===== src/rtl/uart_cmd_pkg.sv =====
// Shared types and constants for the UART command-frame decoder.
package uart_cmd_pkg;

  typedef enum logic [2:0] {
    S_SYNC,
    S_CMD,
    S_AH,
    S_AL,
    S_DATA,
    S_CSUM,
    S_FILL
  } state_e;

  localparam logic [7:0] CMD_WRITE     = 8'h01;
  localparam logic [7:0] CMD_FILL      = 8'h02;
  localparam logic [7:0] SYNC_BYTE_DEF = 8'hA5;

  // Frame payload latched between SYNC and CSUM.
  typedef struct packed {
    logic [7:0] cmd;
    logic [7:0] addr_h;
    logic [7:0] addr_l;
    logic [7:0] data;
  } frame_t;

  function automatic logic [7:0] frame_csum(input frame_t f);
    return f.cmd ^ f.addr_h ^ f.addr_l ^ f.data;
  endfunction

endpackage


===== src/rtl/uart_cmd_timeout.sv =====
// Saturating inter-byte idle counter; flags expiry once TIMEOUT_CYC idle clocks have elapsed.
module uart_cmd_timeout #(
  parameter int unsigned TIMEOUT_CYC = 50000
) (
  input  logic clk,
  input  logic rst_n,
  input  logic clr,
  input  logic en,
  output logic expired_c
);

  localparam int unsigned CNT_W = (TIMEOUT_CYC < 1) ? 1 : $clog2(TIMEOUT_CYC + 1);
  localparam logic [CNT_W-1:0] LIMIT = CNT_W'(TIMEOUT_CYC);

  logic [CNT_W-1:0] cnt_q, cnt_d;

  always_comb begin
    cnt_d = cnt_q;
    if (clr) begin
      cnt_d = '0;
    end else if (en && (cnt_q != LIMIT)) begin
      cnt_d = cnt_q + CNT_W'(1);
    end
  end

  always_ff @(posedge clk or negedge rst_n) begin
    if (!rst_n) begin
      cnt_q <= '0;
    end else begin
      cnt_q <= cnt_d;
    end
  end

  assign expired_c = (cnt_q == LIMIT);

endmodule


===== src/rtl/uart_cmd_decoder.sv =====
// Parses 6-byte SYNC/CMD/ADDR_H/ADDR_L/DATA/CSUM frames from the byte receiver
// into framebuffer writes: a single pixel write or a linear fill from address 0.
module uart_cmd_decoder
  import uart_cmd_pkg::*;
#(
  parameter int unsigned ADDR_W      = 16,
  parameter logic [7:0]  SYNC_BYTE   = SYNC_BYTE_DEF,
  parameter int unsigned TIMEOUT_CYC = 50000
) (
  input  logic              clk,
  input  logic              rst_n,
  input  logic [7:0]        rx_byte,
  input  logic              rx_byte_ok,
  output logic              wr_en,
  output logic [ADDR_W-1:0] wr_addr,
  output logic [7:0]        wr_data,
  output logic              busy,
  output logic              frame_ok,
  output logic              err_csum,
  output logic              err_cmd,
  output logic              err_timeout,
  output logic              err_overrun
);

  logic              ok_q;
  state_e            state_q, state_d;
  frame_t            frame_q, frame_d;
  logic [ADDR_W-1:0] fill_addr_q, fill_addr_d;
  logic              wr_en_q, wr_en_d;
  logic [ADDR_W-1:0] wr_addr_q, wr_addr_d;
  logic [7:0]        wr_data_q, wr_data_d;
  logic              busy_q, busy_d;
  logic              frame_ok_q, frame_ok_d;
  logic              err_csum_q, err_csum_d;
  logic              err_cmd_q, err_cmd_d;
  logic              err_timeout_q, err_timeout_d;
  logic              err_overrun_q, err_overrun_d;

  logic              accept_c;
  logic              in_frame_c;
  logic              timeout_c;
  logic [ADDR_W-1:0] last_addr_c;

  // One accept per byte, on the rising edge of the valid level.
  assign accept_c    = rx_byte_ok & ~ok_q;
  assign in_frame_c  = (state_q == S_CMD) || (state_q == S_AH) || (state_q == S_AL) ||
                       (state_q == S_DATA) || (state_q == S_CSUM);
  assign last_addr_c = ADDR_W'({frame_q.addr_h, frame_q.addr_l});

  uart_cmd_timeout #(
    .TIMEOUT_CYC(TIMEOUT_CYC)
  ) u_timeout (
    .clk      (clk),
    .rst_n    (rst_n),
    .clr      (accept_c | ~in_frame_c),
    .en       (in_frame_c),
    .expired_c(timeout_c)
  );

  always_comb begin
    state_d       = state_q;
    frame_d       = frame_q;
    fill_addr_d   = fill_addr_q;
    wr_en_d       = 1'b0;
    wr_addr_d     = wr_addr_q;
    wr_data_d     = wr_data_q;
    busy_d        = 1'b0;
    frame_ok_d    = 1'b0;
    err_csum_d    = 1'b0;
    err_cmd_d     = 1'b0;
    err_timeout_d = 1'b0;
    err_overrun_d = 1'b0;

    unique case (state_q)
      S_SYNC: begin
        if (accept_c && (rx_byte == SYNC_BYTE)) state_d = S_CMD;
      end
      S_CMD, S_AH, S_AL, S_DATA: begin
        if (accept_c) begin
          case (state_q)
            S_CMD:   begin frame_d.cmd    = rx_byte; state_d = S_AH;   end
            S_AH:    begin frame_d.addr_h = rx_byte; state_d = S_AL;   end
            S_AL:    begin frame_d.addr_l = rx_byte; state_d = S_DATA; end
            default: begin frame_d.data   = rx_byte; state_d = S_CSUM; end
          endcase
        end else if (timeout_c) begin
          err_timeout_d = 1'b1;
          state_d       = S_SYNC;
        end
      end
      S_CSUM: begin
        if (accept_c) begin
          state_d = S_SYNC;
          if (rx_byte != frame_csum(frame_q)) begin
            err_csum_d = 1'b1;
          end else if (frame_q.cmd == CMD_WRITE) begin
            wr_en_d    = 1'b1;
            wr_addr_d  = last_addr_c;
            wr_data_d  = frame_q.data;
            frame_ok_d = 1'b1;
          end else if (frame_q.cmd == CMD_FILL) begin
            wr_en_d     = 1'b1;
            wr_addr_d   = '0;
            wr_data_d   = frame_q.data;
            busy_d      = 1'b1;
            frame_ok_d  = 1'b1;
            fill_addr_d = '0;
            state_d     = S_FILL;
          end else begin
            err_cmd_d = 1'b1;
          end
        end else if (timeout_c) begin
          err_timeout_d = 1'b1;
          state_d       = S_SYNC;
        end
      end
      S_FILL: begin
        // fill_addr_q is the address currently on the write port; stop on compare, never on wrap.
        if (accept_c) err_overrun_d = 1'b1;
        if (fill_addr_q == last_addr_c) begin
          state_d = S_SYNC;
        end else begin
          fill_addr_d = fill_addr_q + ADDR_W'(1);
          wr_en_d     = 1'b1;
          wr_addr_d   = fill_addr_q + ADDR_W'(1);
          busy_d      = 1'b1;
        end
      end
      default: state_d = S_SYNC;
    endcase
  end

  always_ff @(posedge clk or negedge rst_n) begin
    if (!rst_n) begin
      ok_q          <= 1'b0;
      state_q       <= S_SYNC;
      frame_q       <= '0;
      fill_addr_q   <= '0;
      wr_en_q       <= 1'b0;
      wr_addr_q     <= '0;
      wr_data_q     <= '0;
      busy_q        <= 1'b0;
      frame_ok_q    <= 1'b0;
      err_csum_q    <= 1'b0;
      err_cmd_q     <= 1'b0;
      err_timeout_q <= 1'b0;
      err_overrun_q <= 1'b0;
    end else begin
      ok_q          <= rx_byte_ok;
      state_q       <= state_d;
      frame_q       <= frame_d;
      fill_addr_q   <= fill_addr_d;
      wr_en_q       <= wr_en_d;
      wr_addr_q     <= wr_addr_d;
      wr_data_q     <= wr_data_d;
      busy_q        <= busy_d;
      frame_ok_q    <= frame_ok_d;
      err_csum_q    <= err_csum_d;
      err_cmd_q     <= err_cmd_d;
      err_timeout_q <= err_timeout_d;
      err_overrun_q <= err_overrun_d;
    end
  end

  assign wr_en       = wr_en_q;
  assign wr_addr     = wr_addr_q;
  assign wr_data     = wr_data_q;
  assign busy        = busy_q;
  assign frame_ok    = frame_ok_q;
  assign err_csum    = err_csum_q;
  assign err_cmd     = err_cmd_q;
  assign err_timeout = err_timeout_q;
  assign err_overrun = err_overrun_q;

endmodule


===== config.mk =====
export PLATFORM = sky130hd
export DESIGN_NAME = uart_cmd_decoder
export DESIGN_NICKNAME = d
export VERILOG_FILES = /design/src/rtl/uart_cmd_pkg.sv /design/src/rtl/uart_cmd_timeout.sv /design/src/rtl/uart_cmd_decoder.sv
export SDC_FILE = /design/constraint.sdc
export NUM_CORES = 1
export LEC_CHECK = 0
export CAP_MARGIN = 10
export CORE_ASPECT_RATIO = 1.5
export CORE_MARGIN = 2
export CORE_UTILIZATION = 63
export CTS_CLUSTER_DIAMETER = 200
export CTS_CLUSTER_SIZE = 20
export DETAILED_ROUTE_END_ITERATION = 8
export GPL_ROUTABILITY_DRIVEN = 0
export HOLD_SLACK_MARGIN = 0.08
export PLACE_DENSITY = 0.9
export SLEW_MARGIN = 20
export SYNTH_ARGS = -nofsm -noshare
export SYNTH_HDL_FRONTEND = slang
export SYNTH_SLANG_ARGS = --single-unit

===== constraint.sdc =====
create_clock -name clk -period 7.75 [get_ports clk]
set_clock_uncertainty 0.05 [all_clocks]
set_input_delay 1.1625 -clock clk [delete_from_list [all_inputs] [get_ports clk]]
set_output_delay 1.1625 -clock clk [all_outputs]
set_load 0.1 [all_outputs]

# After elaboration in Yosys (flattened, before gate mapping)
# Index checks and enable logic that the tools add are counted.
# totals
regBits,99
inputBits,11
output_inout_bits,31
elab_cells,118
# op_classes
add_sub_neg,2
eq_ne,21
n_mux,48
bitwise,9
n_reduce_logical,21
# ops
operator,n
16-bit two-way mux,10
16-bit one-hot mux with 2 select lines,2
"16-bit by 1-bit adder with 16-bit output, second input constant",2
3-bit two-way mux,8
8-bit XOR,3
1-bit two-way mux,22
16-bit == test,1
"16-bit == test, second input constant",1
8-bit two-way mux,2
"16-bit != test, second input constant",1
"2-bit != test, second input constant",6
3-bit one-hot mux with 4 select lines,1
3-bit AND reduction,4
"3-bit == test, second input constant",3
3-bit one-hot mux with 3 select lines,1
"8-bit by 1-bit == test with 1-bit output, second input constant",1
"8-bit by 2-bit == test with 1-bit output, second input constant",1
"8-bit == test, second input constant",1
8-bit != test,1
"3-bit by 2-bit == test with 1-bit output, second input constant",2
6-bit AND reduction,1
2-bit nonzero test,3
5-bit AND reduction,1
5-bit OR reduction,1
other kinds (14),22

# Longest topological paths before layout
# logic_depth
ltp_word,8
ltp_mapped,9

# By module
# From an unflattened synthesis, not the netlist that was laid out.
# hier_totals
hier_cells,483
area_unflattened_um2,5333.9
# by_module_without_submodules
mod,instances,cells_per_inst,area_each_um2,seq_area_each_um2
uart_cmd_decoder,1,385,4403.0,2077.0
uart_cmd_timeout,1,98,930.9,400.4

# Worst setup path after synthesis
# Ideal clock, no wire load.
# synth_timing
kind,input -> register
from,input rx_byte[1]
to,register wr_addr_q[10] (netlist: wr_addr[10])
setup_time_ns,0.126
arrival_ns,2.769
setup_slack_ns,4.805
cell_stages,8
n_path_buf,2
cell_sequence,xnor2_1 -> xnor2_1 -> nand4_2 -> or4_4 -> buf_6 -> nand2_4 -> buf_12 -> mux2_4
# synth_between
elab_chain_len,3
# synth_lines
element,line_no,rtl
from (decl),uart_cmd_decoder.sv:12,"input logic [7:0] rx_byte,"
8-bit != test,uart_cmd_decoder.sv:94,if (rx_byte != frame_csum(frame_q)) begin
2-bit != test (no line),--,
5-bit AND reduction (no line),--,
to (signal assigned),uart_cmd_decoder.sv:154,wr_addr_q <= wr_addr_d;
to (decl),uart_cmd_decoder.sv:30,"logic [ADDR_W-1:0] wr_addr_q, wr_addr_d;"
# Every way passes these cells.
# A chain may end at the register's enable or synchronous reset.

# Worst setup path after layout
# layout_timing
from,input rx_byte[7]
to,register wr_addr_q[4] (netlist: wr_addr[4])
# The elaborated chain is that of the path after synthesis.

==> results.md <==
- WL met1: between 4 and 5 mm
- Final Cycle Share: 0.446
- Seq cells post-synth: just under 100
- Core Area: between 0.008 and 0.009 mm²
- RSZ-0062 raised after global routing: false
- Antenna-violating nets left: 0
- Fin Hold WS: between 0.4 and 0.5 ns
- Fmax: just under 300 MHz
- Die H: around 110 µm
- # fillers: ~550
- Status: completed
- Nets: 526
- Comb power frac: 0.065
- Power Density: approximately 180 mW/mm²
- Crit start category: input port
- Max Slew Vio Count: 0
- Sw Ratio: 0.227
- Initial drt markers: about 340
- Mean post-synth cell area: 10.8 µm²
- Die ar.: 0.00897 mm²
- Max Used Layer: met4
- DRC: 0
- Maxcap violations: 0
- Clock power share: 0.436
- Sum Neg Setup Slack: 0 ns
- Type of the worst min-delay path: reg -> reg
- Setup bufs post-CTS: 0
- Crit Path Category: in -> reg
- WL final: 11.9 mm
- Drt pass-1 iters: 5
- TritonCTS Buffers: 9
- Critical Path AT: ~3.6 ns
- Vias in the first global route: 3964
- Initial antenna violation count: 0
- WL met3: between 500 and 600 µm
- First-pass GRT wire length: about 20 mm
- GR Util All Layers: 0.283
- Netlist cell types: between 50 and 60
- Worst skew pair latency: 0.34 ns
- Die span in x: about 78 µm
- Multi-input logic area: 0.00258 mm²
- Via-to-Cell Ratio: between 6 and 7
- Yosys warns: 0
- Non-filler instance count after layout: 622
- Post-Syn Instances: roughly 480
- # port buffers: 41
- Starting Density: 0.646
- Max IR drop VDD: between 0.15 and 0.2 mV
- Reg clk slew, reported paths: around 0.07 ns
- Rel. slew slack: 0.339
- Htree depth: 3
- CTS hold repair buffers: 0
- Cell Area, Synth: about 0.0052 mm²
- Register area share after synthesis: 0.479
- Seq pwr share: 0.498
- Vias: 3847
- Fin crit period: around 3.5 ns
- DR WL met2: 6.30 mm
- Drt wl/cell: between 15 and 20 µm
- CTS root buffer: clkbuf_16
- Grt total ovfl: 0
- Primary FF master, synth: dfrtp_1
- Setup violations, final: 0
- # IOs: 42
- Storage element area: between 0.002 and 0.0025 mm²
- Row count: 40
- Worst Path Max Fanout: 17
- Number of flops mapped to enable cells by yosys: 0
- CTS tree: built
- P_leak: about 2.6 nW
- Worst-margin pin slew: roughly 0.99 ns
- Psw: ~0.24 mW
- Area growth syn-to-layout: 14.9%
- Post-CTS sizing: 0
- DP HPWL: approximately 8.2 mm
- Internal: around 0.82 mW
- Asr flop ratio synth: 1.00
- Number of antenna diodes: 0
- Longest Clk Path Bufs: 2
- Setup crit end kind: flip-flop
- Critical Path RT: 7.93 ns
- Placed cell count: 606
- Post-Syn Nets: 492
- Clock Sink Count: slightly below 100
- Largest net degree at the start of global routing: between 70 and 80
- Fraction of layout cells with a size suffix above 1: 0.135
- Final Hold Viols: 0
logic make-up after synthesis:
logic type               synth area share
AND/OR/NAND/NOR                     0.171
adder cells (fa/ha/maj)           0.00919
XOR/XNOR                            0.135
multiplexers                        0.115
buffers and inverters              0.0242
AO/OA/AOI/OAI                      0.0675
flip-flops                          0.479
critical path: stages:
cell,delay [ns]
clkdlybuf4s50_1,0.52
xnor2_1,0.28
xnor2_1,0.17
nand4_1,0.23
or4_4,0.61
nand2_4,0.26
mux2_2,0.38
placed cells by master, fill, tap and decap left out, drive strengths merged, types with 14 or more instances in the layout:
master         netlist  layout
clkbuf              19      15
mux2                45      45
dfrtp               99      99
nand3               15      15
o21ai               21      21
nand2               60      60
xor2                31      31
xnor2               28      28
nor2                35      35
a21oi               14      14
clkdlybuf4s50        0      40
synth_stat cells, types with 8 or more instances:
library cell / count / share of area
a21oi_1: 14 / 0.014
clkbuf_1: 19 / 0.014
dfrtp_1: 99 / 0.48
mux2_2: 36 / 0.078
nand2_1: 59 / 0.043
nand3_1: 15 / 0.015
nand4_1: 8 / 0.0097
nor2_1: 35 / 0.025
nor3_1: 8 / 0.0077
o21ai_0: 21 / 0.020
xnor2_1: 28 / 0.047
xnor3_1: 8 / 0.035
xor2_1: 31 / 0.052
per-stage QoR:
| stage | instance area [µm²] | utilization | total power [mW] | worst slack (ns) |
|---|---|---|---|---|
| 2_1_floorplan | 5170 | - | 0.579 | 4.80 |
| 3_3_place_gp | 5640 | 0.704 | 0.607 | 4.01 |
| 3_5_place_dp | 5640 | 0.704 | 0.609 | 3.95 |
| 4_1_cts | 5950 | 0.743 | 1.07 | 4.30 |
| 5_1_grt | 5950 | 0.743 | 1.09 | 4.20 |
| 6_report | 5950 | 0.743 | 1.06 | 4.30 |
metal layers:
layer  track usage  vias up
li1              -     1744
met4         0.159        0
met1         0.327     1901
met3        0.0604       47
met2         0.488      155
met5             0        -
area by class of cell:
class                   count  area share
clock buffers              15      0.0467
clock inverters             1     0.00505
inverters                   6     0.00379
multi-input cells         352       0.433
flip-flops and latches     99       0.417
well taps                 105      0.0221
repair buffers             44      0.0724
power by group through the flow:
stage | clock network [mW] | logic (mW) | registers (mW)
floorplan | 0 | 0.0200 | 0.559
global placement | 0 | 0.0680 | 0.539
detailed placement | 0 | 0.0700 | 0.539
CTS | 0.466 | 0.0703 | 0.530
global route | 0.488 | 0.0747 | 0.530
finish | 0.464 | 0.0694 | 0.530
sequential cells by signal, summed over array words and instances (netlist names), 3 cells and up:
register         cells
fill_addr_q         16
state_q              3
frame_q             32
wr_addr             16
u_timeout.cnt_q     16
wr_data              8
worst paths after layout:
path	slack [ns]	from	depth (start not counted)	end
min in group asynchronous	0.68	rst_n	1	wr_addr[11]
setup reg to reg	4.69	state_q[1]	4	fill_addr_q[8]
setup / recovery	4.30	rx_byte[7]	7	wr_addr[4]
hold / removal	0.43	wr_data[1]	2	wr_data[1]
max in group asynchronous	5.75	rst_n	2	frame_q[8]
hold reg to reg	0.43	wr_data[1]	2	wr_data[1]
(Power assumes the default switching activity.)
